--- config.mk ---
export PLATFORM = sky130hd
export DESIGN_NAME = speed_select_ctrl
export DESIGN_NICKNAME = d
export VERILOG_FILES = /design/src/rtl/speed_select_ctrl.sv
export SDC_FILE = /design/constraint.sdc
export NUM_CORES = 1
export LEC_CHECK = 0
export CAP_MARGIN = 10
export CELL_PAD_IN_SITES_DETAIL_PLACEMENT = 1
export CELL_PAD_IN_SITES_GLOBAL_PLACEMENT = 1
export CORE_AREA = 3 3 72 74
export DETAILED_ROUTE_END_ITERATION = 8
export DIE_AREA = 0 0 75 77
export DONT_BUFFER_PORTS = 1
export GPL_TIMING_DRIVEN = 1
export PLACE_DENSITY_LB_ADDON = 0.1
export SYNTH_ARGS = -nofsm -noshare
export SYNTH_HDL_FRONTEND = slang
export SYNTH_SLANG_ARGS = --single-unit
--- constraint.sdc ---
create_clock -name vga_clk_25 -period 3.55 [get_ports vga_clk_25]
set_clock_uncertainty 0.05 [all_clocks]
set_input_delay 0.355 -clock vga_clk_25 [delete_from_list [all_inputs] [get_ports vga_clk_25]]
set_output_delay 0.355 -clock vga_clk_25 [all_outputs]
set_load 0.01 [all_outputs]
--- src/rtl/speed_select_ctrl.sv ---
// Speed-selection menu sequencer and movement timebase.
// IDLE -> MENU on start_req, MENU latches a level from a key pulse, ARM clears
// the divider for one cycle, RUN emits a registered move_tick every P clocks.
module speed_select_ctrl #(
  parameter int unsigned DIV_FAST  = 2_500_000,
  parameter int unsigned DIV_NORM  = 5_000_000,
  parameter int unsigned DIV_SLOW  = 7_500_000,
  parameter int unsigned DIV_VSLOW = 12_500_000,
  parameter int unsigned CNT_W     = 24
) (
  input  logic       vga_clk_25,
  input  logic       rst_n,
  input  logic       start_req,
  input  logic       key_up,
  input  logic       key_down,
  input  logic       key_left,
  input  logic       key_right,
  input  logic       pause,
  input  logic       game_over,
  output logic       menu_active,
  output logic [1:0] speed_level,
  output logic       speed_valid,
  output logic       move_tick,
  output logic [1:0] state_dbg
);

  typedef enum logic [1:0] {
    StIdle = 2'b00,
    StMenu = 2'b01,
    StArm  = 2'b10,
    StRun  = 2'b11
  } state_e;

  // Terminal counts (P-1) truncated to the counter width.
  localparam logic [CNT_W-1:0] FastM1  = CNT_W'(DIV_FAST - 1);
  localparam logic [CNT_W-1:0] NormM1  = CNT_W'(DIV_NORM - 1);
  localparam logic [CNT_W-1:0] SlowM1  = CNT_W'(DIV_SLOW - 1);
  localparam logic [CNT_W-1:0] VslowM1 = CNT_W'(DIV_VSLOW - 1);

  state_e           state_q, state_d;
  logic [CNT_W-1:0] cnt_q, cnt_d, period_m1;
  logic [1:0]       level_q, level_d;
  logic             menu_q, menu_d;
  logic             valid_q, valid_d;
  logic             tick_q, tick_d;
  logic             any_key;

  assign any_key = key_up | key_down | key_left | key_right;

  // Terminal count for the currently latched speed level.
  always_comb begin
    period_m1 = NormM1;
    unique case (level_q)
      2'd0:    period_m1 = FastM1;
      2'd1:    period_m1 = NormM1;
      2'd2:    period_m1 = SlowM1;
      default: period_m1 = VslowM1;
    endcase
  end

  // Next-state, level latch, divider and tick generation.
  always_comb begin
    state_d = state_q;
    level_d = level_q;
    cnt_d   = cnt_q;
    tick_d  = 1'b0;
    unique case (state_q)
      StIdle: begin
        if (start_req) state_d = StMenu;
      end
      StMenu: begin
        // game_over outranks a simultaneous key.
        if (game_over) begin
          state_d = StIdle;
        end else if (any_key) begin
          state_d = StArm;
          if (key_up)        level_d = 2'd0;
          else if (key_down) level_d = 2'd1;
          else if (key_left) level_d = 2'd2;
          else               level_d = 2'd3;
        end
      end
      StArm: begin
        cnt_d   = '0;
        state_d = StRun;
      end
      default: begin
        if (game_over) begin
          state_d = StIdle;
          cnt_d   = '0;
        end else if (!pause) begin
          if (cnt_q == period_m1) begin
            cnt_d  = '0;
            tick_d = 1'b1;
          end else begin
            cnt_d = cnt_q + 1'b1;
          end
        end
      end
    endcase
    // Outputs derived from the next state so they move on the same edge.
    menu_d  = (state_d == StMenu);
    valid_d = (state_d == StArm) || (state_d == StRun);
  end

  // State and registered outputs, async active-low reset.
  always_ff @(posedge vga_clk_25 or negedge rst_n) begin
    if (!rst_n) begin
      state_q <= StIdle;
      cnt_q   <= '0;
      level_q <= 2'd1;
      menu_q  <= 1'b0;
      valid_q <= 1'b0;
      tick_q  <= 1'b0;
    end else begin
      state_q <= state_d;
      cnt_q   <= cnt_d;
      level_q <= level_d;
      menu_q  <= menu_d;
      valid_q <= valid_d;
      tick_q  <= tick_d;
    end
  end

  assign menu_active = menu_q;
  assign speed_level = level_q;
  assign speed_valid = valid_q;
  assign move_tick   = tick_q;
  assign state_dbg   = state_q;

endmodule
==> impl_results.md <==
- CTS Sinks: 30
- VDD IR-drop max: 0.4037 mV
- Sequential cell fraction of total power: 37.4%
- Total power: 1216 uW
- Crit path max fanout: 17
- HPWL after DPL: 3739 um
- Die H: 77 um
- Share of the synthesized area in the top cell type: 38.33%
- Internal power: 798.5 uW
- DRC: 0
- Max-cap violations: 0
- Clock power frac: 35.7%
- CTS tree: built
- Crit path launch type: flip-flop
- TNS Setup: 0 ns
- Postcts setup bufs: 0
- Initial antenna violation count: 0
- Status: finished, final reports clean
- Placer Congestion: 0.9631
- Syn_area_per_cell: 8.764 um^2
- Cts bufs inserted: 5
- Layout overhead on the synthesized area: 11.37%
- Vias: 1,677
- Die area: 5775 um^2
- Arrival @ worst endpoint: 3.06 ns
- WL/cell: 18.64 um
- Die X: 75 um
- CTS Buffer Depth: 2
- Pre-CTS setup slack: 0.5849 ns
- Total leakage power: 0.0008203 uW
- Power Dens Cells: 576.8 nW/um^2
- Crit Path Class: flip-flop to flip-flop
- Hold Crit Class: input pin to flip-flop
- Tcrit/Tclk final: 83.41%
- Relative slew slack: 42.52%
- Synth warn: 0
- Root Buffer Master: clkbuf_8
- Clk Latency, worst-skew pair: 0.29 ns
- Sequential area share after synthesis: 39.72%
- Drt first pass iters: 5
- Slew Limit Fails: 0
- Largest net degree at the start of global routing: 31
- Synth area leaders: dfrtp_1 38%, xor2_1 7.9%, nand2_1 6.9%
- Mapped Area: 1893 um^2
- Via density: 6.143
- Hold slack: 0.1080 ns
- Sw frac: 34.34%
- First-pass GRT wire length: 8735 um
- RSZ-0062 raised after global routing: false
- CTS clk-pin slew, worst paths: 0.07 ns
- All-layer global routing usage: 19.47%
- Total gr overflow: 0
- IO buf count: 0
- Io pins: 16
- Final Hold Viols: 0
- Worst setup EP type: flip-flop
- Overall routed net length: 5090 um
- Flops & latches, synth: 30
- Max Clk Rate: 0.3377 GHz
- H-tree levels: 2
- Ys async rst share: 100.0%
- Core Rows: 25
- Post-synthesis net count: 231
- Final setup viols: 0
- Cells after Synth: 216
- Final Worst Setup Slack: 0.5888 ns
- N_diodes: 0
- Layout cells sized above 1: 7.763%
- Post-synth EDFFs: 0
- Number of global-route vias before repair: 1,809
- Final min period: 2.961 ns
- Area of the core: 4661 um^2
- Layout Nets: 233
- Initial DRC Count: 95
- Main flop type after synthesis: dfrtp_1
- Net Sw Power: 417.6 uW
- Gate power share: 26.9%
- Top cell type by total area after synthesis: dfrtp_1
- Critical Path RT: 3.65 ns
- Worst Tran Pin Value: 0.8602 ns
- Final ANT Viol Nets: 0
- Filler Cells Inserted: 556
- Initial core utilization: 40.62%
- Synth cell types: 41
==> sequential cells by signal, indices dropped and copies added, names as in the netlist <==
| signal | flops |
|---|---|
| move_tick | 1 |
| speed_level | 2 |
| menu_active | 1 |
| state_dbg | 2 |
| cnt_q | 24 |
==> timing repair <==
item	4_1_cts	5_1_grt
hold endpoints to repair	30	0
hold buffers	2	0
resized for setup	0	0
==> cell usage after synthesis (4+ instances only) <==
cell / n
o21ai_0: 22
nor2_1: 8
nand2_1: 35
a211oi_1: 4
a21oi_1: 8
nor2b_1: 4
xor2_1: 17
dfrtp_1: 29
nand3_1: 10
clkbuf_1: 6
inv_1: 6
ha_1: 6
nand4_1: 11
==> layout by cell type (no fill, tap or decap), types with 3 or more instances in the layout <==
master	instances
nor3_1	3
nand3b_1	3
a211oi_1	4
or3b_2	3
nor2b_1	4
nand3_1	10
xor2_1	17
nor2_1	8
inv_1	6
xnor2_1	3
ha_1	6
nor4_1	3
nand2_1	35
a21oi_1	8
o21a_1	3
dfrtp_1	29
clkbuf_8	6
and3_1	3
nand4_1	11
o21ai_0	22
==> worst paths after layout <==
path                           startpoint             end  slack, ns  cells past startpoint
hold reg to reg                  cnt_q[4]        cnt_q[4]       0.47                      1
min in group asynchronous           rst_n        cnt_q[1]       0.46                      2
hold / removal                  game_over    state_dbg[0]       0.11                      1
max in group asynchronous           rst_n  speed_level[0]       2.75                      2
setup reg to reg           speed_level[0]       cnt_q[19]       0.59                      8
setup / recovery           speed_level[0]       cnt_q[19]       0.59                      8
==> per-stage QoR <==
step / utilization (%) / instance area [um^2] / std cells
after global routing: 45.23 / 2108 / 273
after CTS: 45.23 / 2108 / 273
after detailed placement: 41.53 / 1936 / 263
final: 45.23 / 2108 / 273
after floorplan: - / 1893 / 216
after global placement: 41.53 / 1936 / 263
==> layout make-up <==
cell class,instances,area (um^2),share of cell area (%)
clock inverter,2,60.06,2.849
timing repair buffer,4,57.56,2.730
sequential,30,752.0,35.67
clock buffer,6,82.58,3.917
multi-input combinational,171,1066,50.56
tap,54,67.56,3.205
inverter,6,22.52,1.068
==> power by group through the flow <==
stage | Combinational, uW | Clock (uW) | Sequential, uW
global placement | 289 | 0 | 458
global route | 374 | 456 | 464
detailed placement | 317 | 0 | 464
finish | 328 | 434 | 455
floorplan | 249 | 0 | 443
CTS | 329 | 442 | 457
==> critical path: stages, from the launching register on <==
cell and delay (ns):
dfstp_2 0.64, inv_1 0.10, ha_1 0.28, or4_1 0.56
a222oi_1 0.37, inv_1 0.14, o31ai_4 0.38, buf_12 0.19
o21ai_0 0.11
==> per-layer routing <==
layer | track usage, % | share of wire [%] | up-vias
met4 | 6.762 | 2.0 | 0
met5 | 0 | 0 | -
met1 | 25.63 | 48 | 859
met3 | 4.587 | 3.3 | 11
li1 | - | - | 777
met2 | 30.66 | 47 | 30
==> cells by family after synthesis <==
logic type,count (synthesis),share of synthesized area [%]
AOI/OAI and AO/OA,50,16.85
xor gates and xnor gates,20,9.253
adders and majority gates,6,3.966
buffers and inverters,15,3.966
DFF,30,39.72
and+or+nand+nor,95,26.24
Power figures use the tool's default switching activity.
